<file path="config.mk">
export PLATFORM = sky130hd
export DESIGN_NAME = bpsk_frame_sync
export DESIGN_NICKNAME = d
export VERILOG_FILES = /design/src/rtl/bpsk_pkg.sv /design/src/rtl/bpsk_bit_sampler.sv /design/src/rtl/bpsk_frame_sync.sv
export SDC_FILE = /design/constraint.sdc
export NUM_CORES = 1
export LEC_CHECK = 0
export BUFFER_PORTS_ARGS = -buffer_cell sky130_fd_sc_hd__buf_2
export CAP_MARGIN = 20
export CORE_ASPECT_RATIO = 2
export CORE_MARGIN = 5
export CORE_UTILIZATION = 41
export DETAILED_ROUTE_END_ITERATION = 7
export HOLD_SLACK_MARGIN = 0.02
export SETUP_SLACK_MARGIN = 0.02
export SLEW_MARGIN = 20
export SYNTH_ARGS = -nofsm -noshare
export SYNTH_HDL_FRONTEND = slang
export SYNTH_SLANG_ARGS = --single-unit
</file>
<file path="constraint.sdc">
create_clock -name clk -period 3.3 [get_ports clk]
set_clock_uncertainty 0.15 [all_clocks]
set_input_delay 0.165 -clock clk [delete_from_list [all_inputs] [get_ports clk]]
set_output_delay 0.165 -clock clk [all_outputs]
set_load 0.03 [all_outputs]
</file>
<file path="src/rtl/bpsk_pkg.sv">
// Shared BPSK constants and FSM state type; the modulator and data generator
// use the same bit period and sync word.
package bpsk_pkg;

    typedef enum logic {
        HUNT    = 1'b0,
        PAYLOAD = 1'b1
    } state_e;

    localparam int         BPSK_BIT_PERIOD = 1200;
    localparam logic [7:0] BPSK_SYNC_WORD  = 8'hB2;

endpackage

</file>
<file path="src/rtl/bpsk_bit_sampler.sv">
// Bit-timing recovery: 2FF synchroniser, transition detector and a phase
// counter that re-zeroes on every transition and strobes at mid-bit.
module bpsk_bit_sampler
    import bpsk_pkg::*;
#(
    parameter int BIT_PERIOD = BPSK_BIT_PERIOD
) (
    input  logic clk,
    input  logic rst,
    input  logic bit_in,
    output logic bit_strobe,
    output logic sample
);

    localparam int HALF = BIT_PERIOD / 2;
    localparam int PW   = $clog2(BIT_PERIOD);

    logic          s1_q, s1_d;
    logic          s2_q, s2_d;
    logic          prev_q, prev_d;
    logic [PW-1:0] phase_q, phase_d;
    logic          edge_det;

    // Synchroniser, transition detect and phase counter next-state
    always_comb begin
        s1_d     = bit_in;
        s2_d     = s1_q;
        prev_d   = s2_q;
        edge_det = s2_q ^ prev_q;
        if (edge_det)
            phase_d = '0;
        else if (phase_q == PW'(BIT_PERIOD - 1))
            phase_d = '0;
        else
            phase_d = phase_q + PW'(1);
        // A transition landing on the sample point wins: the bit is re-timed
        bit_strobe = (phase_q == PW'(HALF - 1)) && !edge_det;
        sample     = s2_q;
    end

    // Sampler state registers
    always_ff @(posedge clk) begin
        if (rst) begin
            s1_q    <= 1'b0;
            s2_q    <= 1'b0;
            prev_q  <= 1'b0;
            phase_q <= '0;
        end else begin
            s1_q    <= s1_d;
            s2_q    <= s2_d;
            prev_q  <= prev_d;
            phase_q <= phase_d;
        end
    end

endmodule

</file>
<file path="src/rtl/bpsk_frame_sync.sv">
// BPSK frame synchroniser: recovers bit timing, hunts for the sync word and
// deserialises PAYLOAD_BYTES bytes MSB-first after each sync.
// Optional feature macro: INVERT_DETECT_EN (also lock on the inverted sync
// word and invert the payload, resolving the 180-degree phase ambiguity).
module bpsk_frame_sync
    import bpsk_pkg::*;
#(
    parameter int         BIT_PERIOD    = BPSK_BIT_PERIOD,
    parameter logic [7:0] SYNC_WORD     = BPSK_SYNC_WORD,
    parameter int         PAYLOAD_BYTES = 2
) (
    input  logic       clk,
    input  logic       rst,
    input  logic       bit_in,
    output logic       bit_strobe,
    output logic       locked,
    output logic [7:0] byte_out,
    output logic       byte_valid,
    output logic       frame_done,
    output logic       polarity
);

    localparam int BCW = $clog2(PAYLOAD_BYTES + 1);

    logic           sample;
    state_e         state_q, state_d;
    logic [6:0]     shreg_q, shreg_d;      // last 7 hunt samples; 8th is the live one
    logic [3:0]     fill_q, fill_d;
    logic [6:0]     byte_sr_q, byte_sr_d;
    logic [2:0]     bit_cnt_q, bit_cnt_d;
    logic [BCW-1:0] byte_cnt_q, byte_cnt_d;
    logic [7:0]     byte_out_q, byte_out_d;
    logic           byte_valid_q, byte_valid_d;
    logic           frame_done_q, frame_done_d;
    logic [7:0]     cand;
    logic           data_bit;
`ifdef INVERT_DETECT_EN
    logic           pol_q, pol_d;
`endif

    bpsk_bit_sampler #(.BIT_PERIOD(BIT_PERIOD)) u_sampler (
        .clk        (clk),
        .rst        (rst),
        .bit_in     (bit_in),
        .bit_strobe (bit_strobe),
        .sample     (sample)
    );

    // Hunt / payload FSM and deserialiser, advanced only on sample strobes
    always_comb begin
        state_d      = state_q;
        shreg_d      = shreg_q;
        fill_d       = fill_q;
        byte_sr_d    = byte_sr_q;
        bit_cnt_d    = bit_cnt_q;
        byte_cnt_d   = byte_cnt_q;
        byte_out_d   = byte_out_q;
        byte_valid_d = 1'b0;
        frame_done_d = 1'b0;
        cand         = {shreg_q, sample};
`ifdef INVERT_DETECT_EN
        pol_d        = pol_q;
        data_bit     = sample ^ pol_q;
`else
        data_bit     = sample;
`endif
        if (bit_strobe) begin
            case (state_q)
                HUNT: begin
                    shreg_d = cand[6:0];
                    if (fill_q != 4'd8)
                        fill_d = fill_q + 4'd1;
                    if (fill_q >= 4'd7 && cand == SYNC_WORD) begin
                        state_d    = PAYLOAD;
                        bit_cnt_d  = '0;
                        byte_cnt_d = '0;
`ifdef INVERT_DETECT_EN
                        pol_d      = 1'b0;
`endif
                    end
`ifdef INVERT_DETECT_EN
                    else if (fill_q >= 4'd7 && cand == ~SYNC_WORD) begin
                        state_d    = PAYLOAD;
                        bit_cnt_d  = '0;
                        byte_cnt_d = '0;
                        pol_d      = 1'b1;
                    end
`endif
                end
                PAYLOAD: begin
                    byte_sr_d = {byte_sr_q[5:0], data_bit};
                    bit_cnt_d = bit_cnt_q + 3'd1;
                    if (bit_cnt_q == 3'd7) begin
                        byte_out_d   = {byte_sr_q, data_bit};
                        byte_valid_d = 1'b1;
                        byte_cnt_d   = byte_cnt_q + 1'b1;
                        // Last byte: back to hunting with an empty window
                        if (byte_cnt_q == BCW'(PAYLOAD_BYTES - 1)) begin
                            frame_done_d = 1'b1;
                            state_d      = HUNT;
                            shreg_d      = '0;
                            fill_d       = '0;
                        end
                    end
                end
                default: state_d = HUNT;
            endcase
        end
    end

    // FSM and datapath registers
    always_ff @(posedge clk) begin
        if (rst) begin
            state_q      <= HUNT;
            shreg_q      <= '0;
            fill_q       <= '0;
            byte_sr_q    <= '0;
            bit_cnt_q    <= '0;
            byte_cnt_q   <= '0;
            byte_out_q   <= '0;
            byte_valid_q <= 1'b0;
            frame_done_q <= 1'b0;
        end else begin
            state_q      <= state_d;
            shreg_q      <= shreg_d;
            fill_q       <= fill_d;
            byte_sr_q    <= byte_sr_d;
            bit_cnt_q    <= bit_cnt_d;
            byte_cnt_q   <= byte_cnt_d;
            byte_out_q   <= byte_out_d;
            byte_valid_q <= byte_valid_d;
            frame_done_q <= frame_done_d;
        end
    end

`ifdef INVERT_DETECT_EN
    // Detected polarity, held until the next sync or reset
    always_ff @(posedge clk) begin
        if (rst) pol_q <= 1'b0;
        else     pol_q <= pol_d;
    end
    assign polarity = pol_q;
`else
    assign polarity = 1'b0;
`endif

    assign locked     = (state_q == PAYLOAD);
    assign byte_out   = byte_out_q;
    assign byte_valid = byte_valid_q;
    assign frame_done = frame_done_q;

endmodule
</file>
**After elaboration in Yosys (flattened, before gate mapping)**

Cells that the tools add are included.

- Register bits: 48
- Input port bits: 3
- Output and inout port bits: 13
- Word-level logic and storage cells: 62

- Add/sub/neg operators: 4
- Magnitude comparators: 1
- Eq/ne operators: 10
- Multiplexer cells: 18
- Bitwise operators: 4
- Reductions and logical operators: 12

Operator list:

| cell | count |
|---|---|
| $mux W7 | 2 |
| $pmux W7 S2 | 1 |
| $mux W4 | 3 |
| $add A11 B1 Y11 const B | 1 |
| $eq A11 B10 Y1 const B | 1 |
| $eq A11 B11 Y1 const B | 1 |
| $reduce_and A3 Y1 | 3 |
| $eq A8 B8 Y1 const B | 1 |
| $pmux W4 S2 | 1 |
| $pmux W3 S2 | 1 |
| $reduce_or A3 Y1 | 2 |
| $mux W1 | 5 |
| $add A4 B1 Y4 const B | 1 |
| $ge A4 B3 Y1 const B | 1 |
| $mux W2 | 2 |
| $ne A2 B1 Y1 const B | 2 |
| $ne A2 B2 Y1 const B | 2 |
| $ne A4 B4 Y1 const B | 1 |
| $pmux W2 S2 | 1 |
| $reduce_and A2 Y1 | 2 |
| $reduce_and A4 Y1 | 1 |
| $reduce_or A4 Y1 | 1 |
| $add A3 B1 Y3 const B | 1 |
| $eq A3 B3 Y1 const B | 1 |
| other kinds (8) | 11 |

**Logic depth before layout (Yosys ltp)**

- Depth after elaboration: 5
- Mapped depth: 6
- Depth with buffers taken out: 6

**Cells and area by module**

From an unflattened synthesis, not the netlist that was laid out.

- Cells, all modules: 233
- Area total of the unflattened synthesis: 2060.7 µm²

By module, submodules not included:

| module | instances | cells each | area each (µm²) | seq. area each (µm²) |
|---|---|---|---|---|
| bpsk_frame_sync | 1 | 158 | 1356.3 | 680.7 |
| bpsk_bit_sampler | 1 | 75 | 704.4 | 280.3 |

**Least setup slack after synthesis**

No wires, ideal clock.

- Path type: register to register
- Start: reg u_sampler.phase_q[3]
- End: reg fill_q[0]
- Setup time: 0.070 ns
- Data arrival time: 2.132 ns
- Data required time: 3.080 ns
- Path slack: 0.948 ns
- Stages on the path, launching flop included: 6
- Buffers on the path: 1
- Clock period less this slack: 2.352 ns
- Cell sequence: dfxtp_1 > or4b_4 > or4_4 > buf_6 > or4_1 > a21oi_1

- Cells in the longest elaborated chain, start to end: 3

Ends and longest elaborated chain:

| item | line | text |
|---|---|---|
| from (decl) | bpsk_bit_sampler.sv:21 | `logic [PW-1:0] phase_q, phase_d;` |
| from (signal assigned) | bpsk_bit_sampler.sv:52 | `phase_q <= phase_d;` |
| $eq A11 B10 Y1 | bpsk_bit_sampler.sv:37 | `bit_strobe = (phase_q == PW'(HALF - 1)) && !edge_det;` |
| $logic_and A1 B1 Y1 | bpsk_bit_sampler.sv:37 |  |
| $reduce_and A4 Y1 (no source line) | n/a |  |
| to (signal assigned) | bpsk_frame_sync.sv:126 | `fill_q <= fill_d;` |
| to (decl) | bpsk_frame_sync.sv:28 | `logic [3:0] fill_q, fill_d;` |

Every way passes these cells.
A chain may end at the register's enable or synchronous reset.

**Worst setup path after layout**

- Start: reg u_sampler.phase_q[9]
- End: out bit_strobe

- Cells in the longest elaborated chain, start to end: 2

Ends and longest elaborated chain:

| item | line | text |
|---|---|---|
| $eq A11 B10 Y1 | bpsk_bit_sampler.sv:37 |  |
| $logic_and A1 B1 Y1 | bpsk_bit_sampler.sv:37 |  |
| to (decl) | bpsk_frame_sync.sv:15 | `output logic bit_strobe,` |

Every way passes these cells.

==> key figures <==
GRT
  – Vias in the first global route: ~1700
  – Largest net degree at the start of global routing: 43
  – GRT overflow: 0
  – Initial antenna violation count: 0
  – First-pass GRT wire length: slightly below 8000 microns
  – Total GRT Usage: between 10% and 20%

Worst setup path
  – CP max stage delay: 0.59 ns
  – CP cell instances: or4b_4, or4_1, inv_1, buf_2
  – Flop2flop setup slack: roughly 0.84 ns
  – Critical Path RT: just under 3 ns
  – CP startpoint kind: flop
  – Crit path kind: flop to output pin
  – Top delay family on crit path: simple AND/OR/NAND/NOR gates
  – Setup crit end kind: output pin
  – End of the worst register-to-register path: shreg_q[1]$_SDFFE_PP0P_
  – Reg2Reg Depth: 4
  – Worst path bufs/invs: 2
  – Critical path arrival: around 2.2 ns
  – Worst path slowest cell: or4_1
  – Worst-path fanout max: 6
  – RR Startpoint: u_sampler.phase_q[9]$_SDFF_PP0_

Timing
  – Max Clock Freq: a little under 400 MHz
  – Final Critical Period: approximately 2.5 ns
  – Final Cycle Share: between 70% and 80%
  – Final WS setup: 0.779 ns
  – Setup TNS: 0 ns
  – RSZ-0062 raised after global routing: no
  – Slew Viols, Final: 0
  – Slew margin rel.: about half
  – Setup violators final: 0
  – Least-Margin Pin Slew: slightly below 0.8 ns
  – Final hold vios: 0

Clock network
  – Post-CTS resize count: 0
  – Clock tree buffer depth: 2
  – CTS clk-pin slew, worst paths: 0.09 ns
  – CTS root buffer: clkbuf_8
  – Clock sinks: 48
  – Clk Latency, worst-skew pair: 0.31 ns
  – H-tree depth: 2
  – CTS tree: built
  – TritonCTS Buffers: 5

Yosys
  – Syn Inst Count: around 240
  – Sequential fraction of the synthesis area: a little under half
  – Synth Register Bits: 48
  – Post-synthesis adder-cell area fraction: around 3.6%
  – Share of the synthesized area in the top cell type: between 40% and 50%
  – Synth area leaders: dfxtp_1, nand3_1, a21oi_1
  – Xor/xnor share of the synthesized area: roughly 3.8%
  – Yosys top cell by area: dfxtp_1
  – Post-Syn Area: 2070 sq um
  – Yosys warns: 0
  – Syn Area/Cell: between 8 and 9 sq um
  – Simple-gate share of the synthesized area: around a quarter
  – Netlist cell types: 43
  – Syn nets: ~250
  – Ys flop type: dfxtp_1
  – FFs w/ async S/R, synth: 0%
  – Largest family of logic cells by synthesized area: simple AND/OR/NAND/NOR gates
  – Post-synthesis compound-gate area fraction: ~15%
  – EDFF count, synth: 0
  – Mux cell area share after synthesis: less than 1%

Floorplan
  – # rows: 36
  – Core area: around 4900 sq um
  – Width of the die: roughly 60 microns
  – Initial core utilization: 42.5%
  – Chip Height: between 100 and 150 microns
  – IO Count: 16
  – Full die area: between 6000 and 7000 sq um

Cells and area
  – Final nets: roughly 260
  – Antenna cells: 0
  – Fraction of layout cells with a size suffix above 1: between 10% and 20%
  – Post-route cell area: 2290 sq um
  – Layout area overhead: 10.8%

Min path
  – Hold path cells: 2
  – Hold Path End: u_sampler.prev_q$_SDFF_PP0_
  – Min-delay src: rst
  – Worst Hold Class: input pin to flop

Place
  – Pre-CTS setup slack: around 0.85 ns
  – Port buffer count: 14
  – Cell Area, Placed: roughly 2200 sq um
  – Gpl congestion: 0.767
  – DP HPWL: about 3200 microns

Detailed routing
  – Drt drc: 0
  – DR vias/cell: ~5.6
  – Remaining antenna violation count after routing: 0
  – Total Wirelength: ~4600 microns
  – Iteration-0 DRC Markers: 74
  – Vias post-DR: 1714
  – DR pass1 iterations: 4
  – WL/cell: 15.2 microns

Pwr
  – Switch share: 21.5%
  – Combinational power share: under 10%
  – Worst ir drop on vdd: between 300 and 400 uV
  – P_int: 0.000841 W
  – Power density of the placed cells: between 400 and 500 nW/um^2
  – Reg power frac: between 50 and 60%
  – Clk network pwr share: between 40 and 50%
  – LEAKAGE: between 0.8 and 0.9 nW
  – Psw: approximately 0.00023 W

Run
  – Max-cap viol count: 0

Status
  – Status: completed
## layer usage
metal	vias up	track usage (%)	share of wire, %
li1	867	-	-
met1	815	16.4	41
met2	26	28.6	54
met3	6	3.50	3.1
met4	0	6.50	1.9
met5	-	0	0
## synthesized netlist by cell type, types with 2 or more instances
cell type  instances
a21oi_1           22
a31oi_1            3
and2_1             2
and3_1             4
and4_1             2
clkbuf_1          10
dfxtp_1           48
ha_1               6
inv_1              8
nand2_1           16
nand2b_1           6
nand3_1           23
nand3b_1           2
nand4_1            3
nor2_1            17
nor2b_1            4
nor3_1             3
nor4_1             2
o21ai_0           14
o22ai_1            5
o31ai_1            3
o32ai_1            2
or4_1              4
xnor2_1            4
xor2_1             5
## logic make-up after synthesis
logic type / Yosys count
xor gates and xnor gates: 9
AOI/OAI and AO/OA: 54
and+or+nand+nor: 97
muxes: 1
DFF: 48
other: 1
adders and majority gates: 6
buffers and inverters: 20
## what timing repair did
action	CTS	global route
hold buffers	1	0
hold endpoints to repair	1	0
buffers inserted	0	0
## metrics by stage
step,power [W],instances,hold WS [ns],util (%)
floorplan,0.000624,236,0.143,-
global placement,0.000631,296,0.224,44.4
detailed placement,0.000631,296,0.236,44.4
CTS,0.00108,305,0.261,47.1
global route,0.00111,305,0.306,47.1
finish,0.00107,305,0.257,47.1
## cell usage in the layout, fill, tap and decap left out, drive strengths merged, types with 3 or more instances in the layout
master	netlist	final
a21oi	22	22
a31oi	3	3
and3	4	4
buf	2	15
clkbuf	10	6
dfxtp	48	48
ha	6	6
inv	8	8
nand2	16	16
nand2b	6	6
nand3	23	23
nand4	3	3
nor2	17	17
nor2b	4	4
nor3	3	3
nor4	3	3
o21ai	14	14
o22ai	5	5
o31ai	3	3
or4	5	5
xnor2	4	4
xor2	5	5
## flip-flops by register name, indices dropped and copies added, names as in the netlist
register / cells
bit_cnt_q: 3
byte_cnt_q: 2
byte_out: 8
byte_sr_q: 7
byte_valid: 1
fill_q: 4
frame_done: 1
locked: 1
shreg_q: 7
u_sampler.phase_q: 11
u_sampler.prev_q: 1
u_sampler.s1_q: 1
u_sampler.sample: 1
## area by class of cell
class	count	area, sq um
Clock buffer	6	82.6
Sequential cell	48	961
Multi-Input combinational cell	168	1020
Tap cell	57	71.3
Fill cell	500	2570
Inverter	8	30.0
Timing Repair Buffer	16	87.6
Clock inverter	2	38.8
## worst max path at each step
stage | startpoint | endpoint | slack, ns | depth (start not counted)
6_report | u_sampler.phase_q[9]$_SDFF_PP0_ | bit_strobe | 0.78 | 4
5_1_grt | u_sampler.phase_q[0]$_SDFF_PP0_ | bit_strobe | 0.68 | 5
4_1_cts | u_sampler.phase_q[3]$_SDFF_PP0_ | bit_strobe | 0.78 | 4
3_5_place_dp | u_sampler.phase_q[3]$_SDFF_PP0_ | fill_q[1]$_SDFFE_PP0P_ | 0.85 | 4
3_3_place_gp | u_sampler.phase_q[3]$_SDFF_PP0_ | fill_q[0]$_SDFFE_PP0P_ | 0.90 | 4
2_1_floorplan | u_sampler.phase_q[3]$_SDFF_PP0_ | fill_q[0]$_SDFFE_PP0P_ | 0.95 | 5
## power groups by stage
stage                     Clock, W  Combinational (W)  Sequential (W)
after global routing      0.000485          0.0000326        0.000591
after global placement           0          0.0000273        0.000603
final                     0.000454          0.0000282        0.000590
after detailed placement         0          0.0000271        0.000604
after CTS                 0.000462          0.0000282        0.000590
after floorplan                  0          0.0000222        0.000602
Note: power is estimated with default switching activity, not from simulation.
